--- src/rtl/teller_dispatch.sv ---
// -----------------------------------------------------------------------------
// teller_dispatch
//
// Teller-side counterpart to the bank queue manager. Whenever the queue is
// non-empty and an enabled teller is idle, the lowest-index such teller is
// called. The block then emits a one-cycle sensor_end pulse toward the queue
// counter and times that teller's service.
//
// Parameters
//   SERVICE_CYCLES  cycles a teller stays busy per customer (1..255)
//   SERVED_W        width of the served-customer counter
//
// Ports
//   clk            system clock, rising edge
//   RESET          asynchronous active-high reset
//   Tellers_count  number of enabled tellers (teller k enabled when k <= count)
//   Empty_flag     queue counter reads zero
//   teller_done    bit k-1: one-cycle early-release pulse from teller k
//   sensor_end     one-cycle pulse: a customer has left the queue
//   call_teller    index (1..3) of the most recently called teller, 0 before any
//   busy           bit k-1 high while teller k is serving
//   served_count   customers dispatched since reset, wraps
// -----------------------------------------------------------------------------
module teller_dispatch #(
  parameter int unsigned SERVICE_CYCLES = 8,
  parameter int unsigned SERVED_W       = 8
) (
  input  logic                clk,
  input  logic                RESET,
  input  logic [1:0]          Tellers_count,
  input  logic                Empty_flag,
  input  logic [2:0]          teller_done,
  output logic                sensor_end,
  output logic [1:0]          call_teller,
  output logic [2:0]          busy,
  output logic [SERVED_W-1:0] served_count
);

  localparam int unsigned NUM_TELLERS = 3;
  localparam logic [7:0]  TIMER_LOAD  = 8'(SERVICE_CYCLES - 1);

  logic [NUM_TELLERS-1:0][7:0] timer;
  logic [NUM_TELLERS-1:0][7:0] timer_nxt;
  logic [NUM_TELLERS-1:0]      busy_nxt;
  logic [NUM_TELLERS-1:0]      enabled;
  logic [NUM_TELLERS-1:0]      eligible;
  logic [NUM_TELLERS-1:0]      grant;
  logic                        dispatch;
  logic                        sensor_end_nxt;
  logic [1:0]                  call_teller_nxt;
  logic [SERVED_W-1:0]         served_count_nxt;

  // Eligibility and lowest-index priority grant, all from registered state so
  // a teller freeing on this edge is only eligible from the next edge on.
  always_comb begin
    // NOTE: every always_comb output gets a default before any branch; a path
    // that leaves one unassigned would infer a latch.
    enabled  = '0;
    eligible = '0;
    grant    = '0;
    for (int k = 0; k < NUM_TELLERS; k++) begin
      enabled[k]  = (Tellers_count >= 2'(k + 1));
      eligible[k] = enabled[k] && !busy[k];
    end
    for (int k = 0; k < NUM_TELLERS; k++) begin
      if (eligible[k] && (grant == '0)) grant[k] = 1'b1;
    end
    // sensor_end still high means the queue counter has not yet had a cycle
    // to update Empty_flag, so hold off one edge.
    dispatch = !Empty_flag && !sensor_end && (eligible != '0);
  end

  // Next-state for per-teller service timers, pulse and bookkeeping.
  always_comb begin
    busy_nxt         = busy;
    timer_nxt        = timer;
    sensor_end_nxt   = 1'b0;
    call_teller_nxt  = call_teller;
    served_count_nxt = served_count;

    // A serving teller finishes on early release or when its timer reaches 0;
    // teller_done on an idle teller falls through untouched.
    for (int k = 0; k < NUM_TELLERS; k++) begin
      if (busy[k]) begin
        if (teller_done[k] || (timer[k] == 8'd0)) busy_nxt[k] = 1'b0;
        else                                      timer_nxt[k] = timer[k] - 8'd1;
      end
    end

    // A granted teller is idle, so this never collides with the release above.
    if (dispatch) begin
      sensor_end_nxt   = 1'b1;
      served_count_nxt = served_count + SERVED_W'(1);
      for (int k = 0; k < NUM_TELLERS; k++) begin
        if (grant[k]) begin
          busy_nxt[k]     = 1'b1;
          timer_nxt[k]    = TIMER_LOAD;
          call_teller_nxt = 2'(k + 1);
        end
      end
    end
  end

  // NOTE: state registers use non-blocking assignments so every flop samples
  // the pre-edge values regardless of statement order.
  // NOTE: the timers are a small register array, not a RAM, so they are reset
  // along with everything else; in-flight services vanish on RESET.
  always_ff @(posedge clk or posedge RESET) begin
    if (RESET) begin
      sensor_end   <= 1'b0;
      call_teller  <= 2'd0;
      busy         <= '0;
      timer        <= '0;
      served_count <= '0;
    end else begin
      sensor_end   <= sensor_end_nxt;
      call_teller  <= call_teller_nxt;
      busy         <= busy_nxt;
      timer        <= timer_nxt;
      served_count <= served_count_nxt;
    end
  end

endmodule
--- config.mk ---
export PLATFORM = sky130hd
export DESIGN_NAME = teller_dispatch
export DESIGN_NICKNAME = d
export VERILOG_FILES = /design/src/rtl/teller_dispatch.sv
export SDC_FILE = /design/constraint.sdc
export NUM_CORES = 1
export LEC_CHECK = 0
export ABC_CLOCK_PERIOD_IN_PS = 5300
export CORE_UTILIZATION = 45
export CTS_CLUSTER_SIZE = 25
export DETAILED_ROUTE_END_ITERATION = 6
export DONT_BUFFER_PORTS = 1
export GPL_TIMING_DRIVEN = 1
export PLACE_DENSITY = 0.7
export SLEW_MARGIN = 20
export SYNTH_ARGS = -nofsm -noshare
export SYNTH_HDL_FRONTEND = slang
export SYNTH_SLANG_ARGS = --single-unit
--- constraint.sdc ---
create_clock -name clk -period 5.3 [get_ports clk]
set_clock_uncertainty 0.15 [all_clocks]
set_input_delay 1.06 -clock clk [delete_from_list [all_inputs] [get_ports clk]]
set_output_delay 1.06 -clock clk [all_outputs]
set_load 0.1 [all_outputs]
==> out/results.ini, run 1 <==
[clock_tree]
clk_pin_slew_worst_paths_ns=0.07
cts.htree.levels=2
post_cts_resized=0
clock_path_buffers=2
cts_tree=done
clock_sinks=38
root_buffer=clkbuf_8
postCtsHoldBufs=0
post_cts_buffers=0
worstSkewPairLatency_ns=0.29
cts_buffers=5

[global_routing]
grt_pass1_vias=1223
overflow=0
grt_antenna_before_repair=0
grt_pass1_wl_um=5470
grt_use_total_pct=16.8
grt_max_degree=39

[floorplan]
initial_utilization_pct=47.0
io_pins=22
die_y_um=66.6
rows=23
chipWidth_um=66.6
die_area_sq_mm=0.00444
core-area_sq_mm=0.00400

[placed_design]
dp_hpwl_um=2370
numPortBuffers=0
globalplace.congestion=0.800

[hold_path]
worstHoldPathType=flop to flop

[routing]
viasPerCell=5.47
vias=1324
drtAntennaViolNets=0
drc=0
drt_first_iter_violations=81
firstDrtPassIters=4
wl_per_cell_um=14.0
routed_wl_um=3400

[synth]
synth_top_family_by_area=simple AND/OR/NAND/NOR gates
yosys.area_share.simple_pct=22.8
synth_edf_count=0
synthTopCellsByArea=dfrtp_1 (51%), xnor2_1 (5.6%), nor2_1 (5.4%)
yosysSeqAreaShare_pct=50.6
avgSynthCellArea_sq_um=10.2
synth_commonest_cells=dfrtp_1 (38), nor2_1 (27), xnor2_1 (12)
synth_xor_area_share_pct=7.92
synth_top_cell_by_area=dfrtp_1
synth.top_cell.area_share_pct=50.6
ys_seq_elements=38
syn-num-nets=199
synthArstFlopShare_pct=100
synthMuxAreaShare_pct=1.13
ys_warn_count=0
synth_flop_cell=dfrtp_1
synth.distinct_cells=41
synth_most_common_cell=dfrtp_1
synthAdderAreaFrac_pct=4.66
synth-compound-area-share_pct=10.6
syn_inst=184
synth_area_sq_mm=0.00188

[timing]
fmax_mhz=393
finalSetupViolCount=0
worst_hold_slack_ns=0.384
relSlewSlack_pct=29.5
maxSlewViolCount=0
tightest_slew_ns=1.06
finalSetupTns_ns=0
post-route-min-period_ns=2.54
rsz0062_at_grt=no
period_share_pct=48.0
hold_violations=0

[worst_setup_path]
path_depth=0
path_max_fanout=6
endpoint=served_count[3]
required_ns=4.09
startpoint=served_count[3]
r2r_setup_slack_ns=2.89
r2r_start=busy[1]
r2r.worst_path.cells=4
worstPathArrival_ns=1.33
worstSetupEndpointType=primary output
critPathKind=flop to primary output
r2r_end=timer[13]
cp-start-kind=flop

[power]
p_leak_nw=0.918
peakVddDrop_uv=339
p_per_area_mw_per_mm2=518
power_mw=1.06

[flow_run]
drv_cap=0

[final_layout]
diodes=0
fin_util_pct=50.9
nets=206
area_growth_pct=8.32
drive_above_1_share_pct=8.33

[outcome]
outcome=finished clean

[per-stage QoR]
| stage | cell area, sq um | setup slack [ns] | std cells |
|---|---|---|---|
| floorplan | 1880 | 2.97 | 184 |
| global placement | 1950 | 2.87 | 234 |
| detailed placement | 1950 | 2.86 | 234 |
| CTS | 2040 | 2.75 | 242 |
| global route | 2040 | 2.69 | 242 |
| finish | 2040 | 2.76 | 242 |
[worst min path at each step]
| stage | end | start | cells after the start | slack [ns] |
|---|---|---|---|---|
| CTS | timer[1] | timer[1] | 1 | 0.38 |
| finish | timer[1] | timer[1] | 1 | 0.38 |
| floorplan | timer[1] | timer[1] | 1 | 0.33 |
| global route | timer[1] | timer[1] | 1 | 0.41 |
| detailed placement | timer[1] | timer[1] | 1 | 0.36 |
| global placement | timer[1] | timer[1] | 1 | 0.36 |
[state kept, by name, summed over array words and instances, names as in the netlist]
name          cells
sensor_end        1
served_count      8
call_teller       2
busy              3
timer            24
[placed cells by master (no fill, tap or decap), types with 2 or more instances in the layout]
cell type  instances
a21oi_1           10
nor3_1             8
o211ai_1           3
nor2_1            27
nor4_1             4
nand3_1            3
dfrtp_1           38
inv_1             10
nand2b_1           2
nor2b_1            3
and3_1             3
clkbuf_8           6
nand4_1            6
nand2_1           10
xnor2_1           12
ha_1               7
xor2_1             5
or3_1              5
o21ai_0            5
[cell families after synthesis]
family                   after synthesis
XOR/XNOR                              17
flip-flops                            38
AO/OA/AOI/OAI                         28
buffers and inverters                 11
adder cells (fa/ha/maj)                7
AND/OR/NAND/NOR                       81
multiplexers                           2
[routing by layer]
| metal | global-route usage [%] | wire length, um | up-vias |
|---|---|---|---|
| met3 | 5.14 | 155 | 4 |
| met4 | 7.98 | 22 | 0 |
| met1 | 23.2 | 1720 | 640 |
| li1 | - | - | 661 |
| met2 | 23.7 | 1500 | 19 |
| met5 | 0 | 0 | - |
[power breakdown]
part	leakage, nW	switching [mW]	internal (mW)	total [mW]
registers	0.481	0.316	0.351	0.667
logic	0.389	0.0994	0.0857	0.185
clock network	0.0482	0.0989	0.105	0.204
total	0.918	0.514	0.541	1.06
[layout make-up]
cell class	count	area, sq um
Tap cell	50	62.6
Clock buffer	7	86.3
Timing Repair Buffer	1	7.51
Multi-Input combinational cell	135	887
Clock inverter	1	5.00
Fill cell	355	1960
Inverter	10	37.5
Sequential cell	38	951
No activity file was read; power rests on OpenSTA's default activity.
==> inputs of run 2 (changes only) <==
--- a/config.mk
+++ b/config.mk
@@ -5,13 +5,13 @@
 export SDC_FILE = /design/constraint.sdc
 export NUM_CORES = 1
 export LEC_CHECK = 0
-export ABC_CLOCK_PERIOD_IN_PS = 5300
+export ABC_CLOCK_PERIOD_IN_PS = 2000
 export CORE_UTILIZATION = 45
 export CTS_CLUSTER_SIZE = 25
 export DETAILED_ROUTE_END_ITERATION = 6
 export DONT_BUFFER_PORTS = 1
 export GPL_TIMING_DRIVEN = 1
-export PLACE_DENSITY = 0.7
+export PLACE_DENSITY = 0.72
 export SLEW_MARGIN = 20
 export SYNTH_ARGS = -nofsm -noshare
 export SYNTH_HDL_FRONTEND = slang
==> constraint.sdc (replaced) <==
create_clock -name clk -period 2 [get_ports clk]
set_clock_uncertainty 0.15 [all_clocks]
set_input_delay 0.4 -clock clk [delete_from_list [all_inputs] [get_ports clk]]
set_output_delay 0.4 -clock clk [all_outputs]
set_load 0.1 [all_outputs]
==> out/results.ini, run 2 (same netlist as run 1, synthesis figures left out) <==
[outcome]
outcome=finished clean

[floorplan]
initial_utilization_pct=47.0
die_y_um=66.6
die_area_sq_mm=0.00444
io_pins=22
chipWidth_um=66.6
core-area_sq_mm=0.00400
rows=23

[final_layout]
diodes=0
final_common_cell=dfrtp_1
fin_util_pct=55.6
fill_cells=370
reg.largest.list=timer: 24 flops, served_count: 8 flops, busy: 3 flops
drive_above_1_share_pct=19.9
area_growth_pct=18.3
layout_common_cells=dfrtp_1 (34), nor2_1 (27), buf_4 (19), xnor2_1 (12)
seq_area_sq_um=956
regMostFlops=timer
multi_input_area_sq_um=907
largest_reg_flops=24
nets=225

[routing]
wl_per_cell_um=13.8
drtAntennaViolNets=0
firstDrtPassIters=4
routed_wl_um=3610
drc=0
vias=1399
viasPerCell=5.36
drt_first_iter_violations=94

[hold_path]
holdPathEnd=timer[11]
worstHoldPathType=primary input to flop
min_path_cells=3
worstHoldStart=teller_done[1]

[power]
p_per_area_mw_per_mm2=1380
peakVddDrop_uv=1120
p_leak_nw=1.02

[worst_setup_path]
worstSetupEndpointType=flop
cp-start-kind=flop
path_max_fanout=6
r2r.worst_path.cells=8
required_ns=2.00
startpoint=timer[16]
r2r_end=timer[19]
r2r_setup_slack_ns=0.13
r2r_start=timer[16]
critPathKind=flop to flop
worstPathArrival_ns=1.87

[clock_tree]
cts_tree=done
clk_pin_slew_worst_paths_ns=0.07
root_buffer=clkbuf_8
clock_path_buffers=2
clock_sinks=38
worstSkewPairLatency_ns=0.29
cts.htree.levels=2
cts_buffers=5

[global_routing]
grt_pass1_vias=1318
grt_max_degree=39
overflow=0
grt_use_total_pct=17.8
grt_pass1_wl_um=5780
grt_antenna_before_repair=0

[timing]
rsz0062_at_grt=no
relSlewSlack_pct=60.0
hold_violations=0
finalSetupViolCount=0
tightest_slew_ns=0.596
maxSlewViolCount=0
post-route-min-period_ns=1.87
finalSetupTns_ns=0
fmax_mhz=535
period_share_pct=93.4

[placed_design]
globalplace.congestion=0.768
dp_hpwl_um=2590
numPortBuffers=0

[flow_run]
drv_cap=0

-- run 2: how the worst max path moves through the flow --
stage               depth (start not counted)               to
floorplan                                   5  served_count[4]
global placement                            8        timer[19]
detailed placement                          8        timer[22]
CTS                                         8        timer[22]
global route                                8        timer[19]
finish                                      8        timer[19]
-- run 2: layout make-up --
class,instances,share of cell area [%]
Tap cell,50,2.81
Sequential cell,38,43.0
Clock inverter,3,1.80
Multi-Input combinational cell,135,40.8
Inverter,10,1.69
Clock buffer,5,3.09
Timing Repair Buffer,20,6.86
-- run 2: report_power, final --
part	switching (mW)	leakage [nW]	internal (mW)	total [mW]
logic	0.927	0.489	0.346	1.27
clock network	0.275	0.0579	0.367	0.642
registers	0.199	0.475	0.947	1.15
-- run 2: critical path: stages (launching register included) --
cell	delay (ns)
dfrtp_1	0.39
inv_1	0.10
ha_1	0.20
nor4b_1	0.14
buf_4	0.14
a21bo_2	0.23
nor4_2	0.18
xnor2_1	0.15
nor2_1	0.05
-- run 2: routing by layer --
layer  share of wire (%)  track usage [%]  routed length [um]
met4                0.72             4.79                  26
met5                   0                0                   0
met2                  47             26.0                1690
met3                 5.0             6.68                 181
met1                  47             24.6                1710
-- run 2: per-stage QoR --
step / area, sq um / cells / worst slack [ns] / power (mW) / hold WS [ns]
3_5_place_dp: 2090 / 252 / 0.0823 / 2.42 / 0.286
2_1_floorplan: 1890 / 184 / 0.000640 / 2.13 / 0.333
6_report: 2220 / 261 / 0.132 / 3.06 / 0.253
5_1_grt: 2220 / 261 / 0.0217 / 3.22 / 0.260
4_1_cts: 2200 / 261 / 0.0618 / 3.06 / 0.247
3_3_place_gp: 2090 / 252 / 0.148 / 2.39 / 0.285
-- run 2: repair_timing --
| action | 4_1_cts | 5_1_grt |
|---|---|---|
| endpoints found under the hold margin | 38 | 0 |
| resized for setup | 0 | 4 |
| buffers inserted | 0 | 0 |
| endpoints found under the setup margin | 0 | 4 |
| hold buffers | 1 | 0 |
==> inputs of run 3 (changes only) <==
--- a/config.mk
+++ b/config.mk
@@ -6,12 +6,11 @@
 export NUM_CORES = 1
 export LEC_CHECK = 0
 export ABC_CLOCK_PERIOD_IN_PS = 2000
-export CORE_UTILIZATION = 45
+export CORE_UTILIZATION = 25
 export CTS_CLUSTER_SIZE = 25
 export DETAILED_ROUTE_END_ITERATION = 6
-export DONT_BUFFER_PORTS = 1
 export GPL_TIMING_DRIVEN = 1
-export PLACE_DENSITY = 0.72
+export PLACE_DENSITY = 0.53
 export SLEW_MARGIN = 20
 export SYNTH_ARGS = -nofsm -noshare
 export SYNTH_HDL_FRONTEND = slang
==> out/results.ini, run 3 (same netlist as run 1, synthesis figures left out) <==
[routing]
drtAntennaViolNets=0
wl_per_cell_um=11.7
drc=0
drt_first_iter_violations=85
vias=1470
firstDrtPassIters=4
routed_wl_um=3860
viasPerCell=4.47

[clock_tree]
clk_pin_slew_worst_paths_ns=0.07
cts_tree=done
worstSkewPairLatency_ns=0.29
clock_sinks=38
cts.htree.levels=2
postCtsHoldBufs=0
cts_buffers=5
root_buffer=clkbuf_8
clock_path_buffers=2

[worst_setup_path]
required_ns=2.02
cp_slowest_stage_delay_ns=0.59
worst-path-buf-inv=0
worstSetupEndpointType=flop
cp-start-kind=flop
r2r_end=timer[1]
worstPathArrival_ns=1.94
r2r_setup_slack_ns=0.08
critPathKind=flop to flop
path_cells=or4_4, o41ai_4, nor2_1, a211o_1
r2r.worst_path.cells=4
slowest_stage=or4_4
path_max_fanout=5
crit_family=simple AND/OR/NAND/NOR gates
r2r_start=timer[5]

[final_layout]
reg.largest.list=timer: 24 flops, served_count: 8 flops, busy: 3 flops
final_common_cell=dfrtp_1
largest_reg_flops=24
area_growth_pct=38.5
final_cells=329
seq_area_sq_um=956
diodes=0
drive_above_1_share_pct=23.0
regMostFlops=timer
nets=244
fill_cells=737
multi_input_area_sq_um=898
layout_common_cells=dfrtp_1 (34), nor2_1 (27), buf_4 (17), buf_12 (15), xnor2_1 (12)

[timing]
finalSetupViolCount=0
rsz0062_at_grt=yes
setup_ws_ns=0.0822
period_share_pct=95.9
maxSlewViolCount=0
post-route-min-period_ns=1.92
tightest_slew_ns=0.359
finalSetupTns_ns=0
fmax_mhz=521
relSlewSlack_pct=75.4
hold_violations=0

[placed_design]
globalplace.congestion=0.709
dp_hpwl_um=2780
numPortBuffers=21
place_ws_ns=-0.138
dp.cells=321

[flow_run]
drv_cap=0

[floorplan]
rows=31
io_pins=22
die_y_um=88.7
initial_utilization_pct=25.9
core-area_sq_mm=0.00725
die_area_sq_mm=0.00787
chipWidth_um=88.7

[global_routing]
grt_antenna_before_repair=0
grt_use_total_pct=10.8
grt_max_degree=39
grt_pass1_vias=1429
grt_pass1_wl_um=6530
overflow=0

[outcome]
outcome=finished clean

[hold_path]
worstHoldPathType=primary input to async pin

[power]
p_per_area_mw_per_mm2=1250
p_leak_nw=1.16
peakVddDrop_uv=1510

[run 3: cell count changes in the layout (fill, tap and decap cells not counted), sizes merged]
| cell | before | now |
|---|---|---|
| bufinv | 1 | 0 |
| clkbuf | 5 | 7 |
| clkinv | 2 | 1 |
| clkdlybuf4s50 | 0 | 7 |
| dlygate4sd3 | 1 | 0 |
| buf | 19 | 32 |
[run 3: worst max-delay path by stage]
| stage | from | end | cells after the start |
|---|---|---|---|
| after detailed placement | Tellers_count[1] | served_count[1] | 5 |
| after global placement | Tellers_count[1] | served_count[1] | 5 |
| after global routing | timer[5] | timer[1] | 4 |
| final | timer[5] | timer[1] | 4 |
| after CTS | timer[5] | timer[1] | 4 |
| after floorplan | busy[1] | served_count[4] | 5 |
[run 3: final cells by class]
| type | count | share of cell area, % |
|---|---|---|
| Multi-Input combinational cell | 135 | 34.5 |
| Sequential cell | 38 | 36.7 |
| Timing Repair Buffer | 39 | 19.1 |
| Clock inverter | 1 | 0.192 |
| Clock buffer | 7 | 3.31 |
| Inverter | 10 | 1.44 |
| Tap cell | 99 | 4.76 |
[run 3: power by group]
part	total, mW	internal (mW)	switching, mW
combinational	1.50	0.580	0.925
clock	0.548	0.278	0.269
sequential	1.20	0.946	0.251
total	3.25	1.81	1.44
[run 3: per-stage QoR]
| stage | util [%] | hold slack, ns | total power [mW] | area [sq um] |
|---|---|---|---|---|
| after global routing | 35.9 | 0.355 | 3.43 | 2610 |
| final | 35.9 | 0.317 | 3.25 | 2610 |
| after global placement | 34.5 | 0.356 | 2.70 | 2500 |
| after detailed placement | 34.5 | 0.365 | 2.72 | 2500 |
| after CTS | 35.8 | 0.326 | 3.28 | 2590 |
| after floorplan | - | 0.333 | 2.13 | 1890 |
[run 3: worst register-to-register path, delay by kind of cell, from the launching register on]
kind            cells  cell delay (ns)
simple gates        2             0.66
compound gates      2             0.59
flops               1             0.41
[run 3: layer usage]
layer	vias up	wire [um]	track usage (%)	part of all wire, %
li1	738	-	-	-
met1	706	1800	14.2	47
met2	22	1880	17.2	49
met3	4	145	2.99	3.8
met4	0	31	3.67	0.80
met5	-	0	0	0
[run 3: what timing repair did]
action / in CTS / in global routing
resized for setup: 0 / 3
buffers inserted: 0 / 0
endpoints found under the setup margin: 0 / 2
==> patch 1 (flow settings as in run 2) <==
Put one more register stage on the output `served_count`, cleared by the reset. The value now appears one clock later. The other outputs are not delayed to match.
--- a/src/rtl/teller_dispatch.sv
+++ b/src/rtl/teller_dispatch.sv
@@ -40,4 +40,6 @@
   localparam logic [7:0]  TIMER_LOAD  = 8'(SERVICE_CYCLES - 1);
 
+  logic [SERVED_W-1:0] served_count_s0;
+
   logic [NUM_TELLERS-1:0][7:0] timer;
   logic [NUM_TELLERS-1:0][7:0] timer_nxt;
@@ -77,5 +79,5 @@
     sensor_end_nxt   = 1'b0;
     call_teller_nxt  = call_teller;
-    served_count_nxt = served_count;
+    served_count_nxt = served_count_s0;
 
     // A serving teller finishes on early release or when its timer reaches 0;
@@ -91,5 +93,5 @@
     if (dispatch) begin
       sensor_end_nxt   = 1'b1;
-      served_count_nxt = served_count + SERVED_W'(1);
+      served_count_nxt = served_count_s0 + SERVED_W'(1);
       for (int k = 0; k < NUM_TELLERS; k++) begin
         if (grant[k]) begin
@@ -112,5 +114,5 @@
       busy         <= '0;
       timer        <= '0;
-      served_count <= '0;
+      served_count_s0 <= '0;
     end else begin
       sensor_end   <= sensor_end_nxt;
@@ -118,5 +120,13 @@
       busy         <= busy_nxt;
       timer        <= timer_nxt;
-      served_count <= served_count_nxt;
+      served_count_s0 <= served_count_nxt;
+    end
+  end
+
+  always_ff @(posedge clk or posedge RESET) begin
+    if (RESET) begin
+      served_count <= '0;
+    end else begin
+      served_count <= served_count_s0;
     end
   end
Check against the original RTL: not equivalent (Yosys sat finds a counterexample within 4 cycles, from zero or initial values and one cycle with RESET high).
==> patch 1 against run 2 <==
Wire length rose by 3.4%. Sequential power rose by 30%. Sequential share of layout area rose by 3.8 points. Via count rose by 5.4%. Fmax fell by 4.1%. Synthesized area rose by 12%. Count of clock-buffer cells in the layout did not move. Setup slack got worse by 79 ps. Critical path depth fell by 2. Sequential cell count rose by 8. Synthesized cell count rose by 7.1%. Total power rose by 17%. Final area rose by 11%. Highest routed layer unchanged.
==> patch 1: results <==
cts:
  cts.repair_timing.setup_buffer_count: 0
  cts_resized: 1
  clockRootBuffer: "clkbuf_8"
  clock_path_buffers: 2
  cts.reportedPaths.clkPinSlew_ps: 90
worst_setup_path:
  r2r_slack_ps: 50
  critical-path-slowest-cell: "or3b_2"
  worst_setup_path_category: "reg -> reg"
  r2r_depth: 6
  rr_startpoint: "timer[9]"
  worstReg2RegEnd: "timer[10]"
  crit_arrival_ps: 1980
  crit_path_max_incr_delay_ps: 480
  critical_path.top_delay_family: "compound AO/OA/AOI/OAI gates"
  worstPathMaxFanout: 5
drt:
  drt-wirelength-per-cell_um: 13.3
  routed-via-count: 1475
  drt_iter0_drc: 83
sta:
  max_slew.worst_pin.slew_ps: 659
  final_min_period_over_clock_period_pct: 97.3
power_and_ir_drop:
  powerComb_mw: 1.50
  seq-power_mw: 1.49
  max-vdd-ir-drop_v: 0.00118
  reported_leakage_power_nw: 1.16
  netSwitchingPower_mw: 1.64
synth:
  muxShareOfSynthArea_pct: 0.950
  seq_area_frac_synth_pct: 54.6
  synthTopCellsByCount: "46 x dfrtp_1, 28 x nor2_1, 14 x nand2_1"
  synth_cell_type_count: 40
  ys.warnings.count: 0
  post_synth_xor_area_fraction_pct: 7.06
  ys_top_cells_by_area: "dfrtp_1 55%, nor2_1 5.0%, ha_1 4.2%"
  synth_nets: 212
  synth_compound_area_share_pct: 8.66
  synth_adder_area_share_pct: 4.15
cells_and_area:
  layout-drive-gt1-share_pct: 21.9
  diodes: 0
  finalNetCount: 242
  largest_registers: "timer x24, served_count x8, served_count_s0 x8"
hold_path:
  worst_hold_path_type: "in -> reg"
placed_design:
  postPlaceCellArea_um2: 2340
  hpwl_um: 2660
  placement.setup.worst_slack_ps: 41.8
  globalplace.congestion: 0.757
global_routing:
  gr-usage-all-layers_pct: 16.9
  first_global_vias: 1404
  largest_net_degree_at_the_start_of_global_routing: 28
  global_route_wire_length_before_repair_um: 6320
run_status:
  run_status: "completed"
==> patch 1: changes by cell type in the layout (fill, tap and decap cells not counted), moves of 3 or more <==
cell	delta
dfrtp_1	+8
or3_1	-3
a21oi_1	-3
buf_4	+3
a21oi_2	+3
xor2_1	+3
a211oi_1	+3
nand2_1	+3
nand4_1	-3
xnor2_1	-3
nand3b_1	+5
==> patch 1: worst min-delay path by stage <==
| stage | start | endpoint | slack [ps] | cells past startpoint |
|---|---|---|---|---|
| 2_1_floorplan | served_count_s0[7] | served_count[7] | 220 | 0 |
| 3_3_place_gp | RESET | timer[21] | 170 | 1 |
| 3_5_place_dp | RESET | timer[21] | 180 | 1 |
| 4_1_cts | teller_done[0] | busy[0] | 210 | 2 |
| 5_1_grt | teller_done[0] | timer[2] | 220 | 2 |
| 6_report | teller_done[0] | busy[0] | 220 | 2 |
==> patch 1: layout make-up <==
type                       count  area [um^2]
fill                         384         1940
sequential                    46         1160
multi-input combinational    139          920
timing repair buffer          24          195
clock buffer                   5         68.8
tap                           52         65.1
inverter                      11         41.3
clock inverter                 3         25.0
==> patch 1: per-stage QoR <==
step | total power [mW] | instances | TNS [ps] | hold slack [ps]
4_1_cts | 3.60 | 279 | 0 | 215
3_3_place_gp | 2.96 | 270 | 0 | 167
6_report | 3.58 | 280 | 0 | 225
3_5_place_dp | 2.99 | 270 | 0 | 177
5_1_grt | 3.80 | 280 | -136 | 219
2_1_floorplan | 2.63 | 197 | -20.4 | 222
==> patch 1: routing by layer <==
layer	share of wire, %	GRT usage, %	vias up
li1	-	-	744
met1	46	21.7	699
met2	46	25.2	25
met3	6.1	6.93	7
met4	1.5	6.67	0
met5	0	0	-
==> patch 2 (settings of run 2) <==
Without the edit above. `SERVED_W`: 8 -> 12.
--- a/src/rtl/teller_dispatch.sv
+++ b/src/rtl/teller_dispatch.sv
@@ -24,5 +24,5 @@
 module teller_dispatch #(
   parameter int unsigned SERVICE_CYCLES = 8,
-  parameter int unsigned SERVED_W       = 8
+  parameter int unsigned SERVED_W       = 12
 ) (
   input  logic                clk,
Ports: changed (resized served_count); port bits go from 22 to 26. The function was not compared with the original's and may differ.
==> patch 2 against run 2 <==
The flow now finishes with violations (design-rule violations). First-iteration DRC count down 7.4%. Die area up 14%. Sequential cell count up 4. Non-clock buffer count up 11. Synthesized area up 15%. Final cell count up 13%. Count of clock-buffer cells in the layout unchanged. Setup slack worse by 22 ps. Final area up 17%. Total power up 7.8%. Via count up 18%. Wire length up 17%. Critical endpoint is now timer[7]. Largest power group unchanged.
==> patch 2: results <==
synth:
  synth_compound_area_share_pct: 13.3
  ys_top_cells_by_area: "dfrtp_1 49%, xnor2_1 6.5%, ha_1 4.1%"
  synth_cell_type_count: 39
  synth_adder_area_share_pct: 4.06
  synth_nets: 222
  seq_area_frac_synth_pct: 48.8
  post_synth_xor_area_fraction_pct: 7.72
  muxShareOfSynthArea_pct: 3.31
run_status:
  failed_checks: "design-rule violations"
  run_status: "complete, but fails checks"
cells_and_area:
  seq_area_um2: 1060
  stdcell_count: 295
  layout-area-overhead-vs-synth_pct: 21.1
  layout.sequential_cells: 42
  buf_share_pct: 9.01
  largest_registers: "timer x24, served_count x12, busy x3"
  fillerInstances: 391
  final-clk-cell-share_pct: 4.31
  n_all_inverters: 14
  layout.non_clock_buffers: 31
  finalNetCount: 257
  multi_input_gates: 148
  layout-drive-gt1-share_pct: 23.5
placed_design:
  postPlaceCellArea_um2: 2440
  hpwl_um: 3010
  port-buffer-count: 0
  cell_count_after_placement: 286
  globalplace.congestion: 0.780
drt:
  drt-met1-wl_um: 2060
  routed-via-count: 1650
  route.met2.wl_um: 1890
  remaining_drc_errors: 1
  route.top_layer_used: "met4"
  route.met3.wl_um: 206
  drt-wirelength-per-cell_um: 14.3
  first_pass_iters: 6
global_routing:
  largest_net_degree_at_the_start_of_global_routing: 43
  antenna_found_initial: 0
  first_global_vias: 1608
  use_met2_pct: 28.1
  met1_layer_usage_reported_by_global_route_pct: 26.3
  grt_use_met3_pct: 4.78
hold_path:
  whs_path_depth: 2
  hold_start: "teller_done[2]"
  hold_end: "timer[18]"
worst_setup_path:
  crit_path_max_incr_delay_ps: 430
  critical_path.top_delay_family: "simple AND/OR/NAND/NOR gates"
  r2r_slack_ps: 110
  worstPathMaxFanout: 5
  worstReg2RegEnd: "timer[7]"
  rr_startpoint: "timer[2]"
  crit_arrival_ps: 1960
floorplanning:
  fp.coreArea_um2: 4470
sta:
  finalHoldWorstSlack_ps: 192
  max_slew.worst_pin.slew_ps: 918
power_and_ir_drop:
  reported_leakage_power_nw: 1.18
  swShare_pct: 44.0
  p_seq_share_pct: 37.8
cts:
  cts_resized: 1
## patch 2: logic make-up after synthesis
family	after synthesis
flip-flops	42
multiplexers	7
AND/OR/NAND/NOR	75
XOR/XNOR	19
buffers and inverters	17
AO/OA/AOI/OAI	40
adder cells (fa/ha/maj)	7
## patch 2: power by group through the flow
stage	Combinational, mW	Clock (mW)	Sequential [mW]
4_1_cts	1.34	0.711	1.24
5_1_grt	1.48	0.743	1.28
3_3_place_gp	1.30	0	1.25
6_report	1.37	0.682	1.25
3_5_place_dp	1.33	0	1.26
2_1_floorplan	0.501	0	1.75
## patch 2: worst max path at each step
stage	start	end	slack (ps)	cells past startpoint
final	timer[2]	timer[7]	110	4
after global routing	timer[2]	timer[7]	5	4
after CTS	timer[9]	timer[15]	20	6
after detailed placement	timer[17]	timer[18]	-70	6
after global placement	timer[17]	timer[18]	5	6
after floorplan	served_count[1]	served_count[8]	1	4
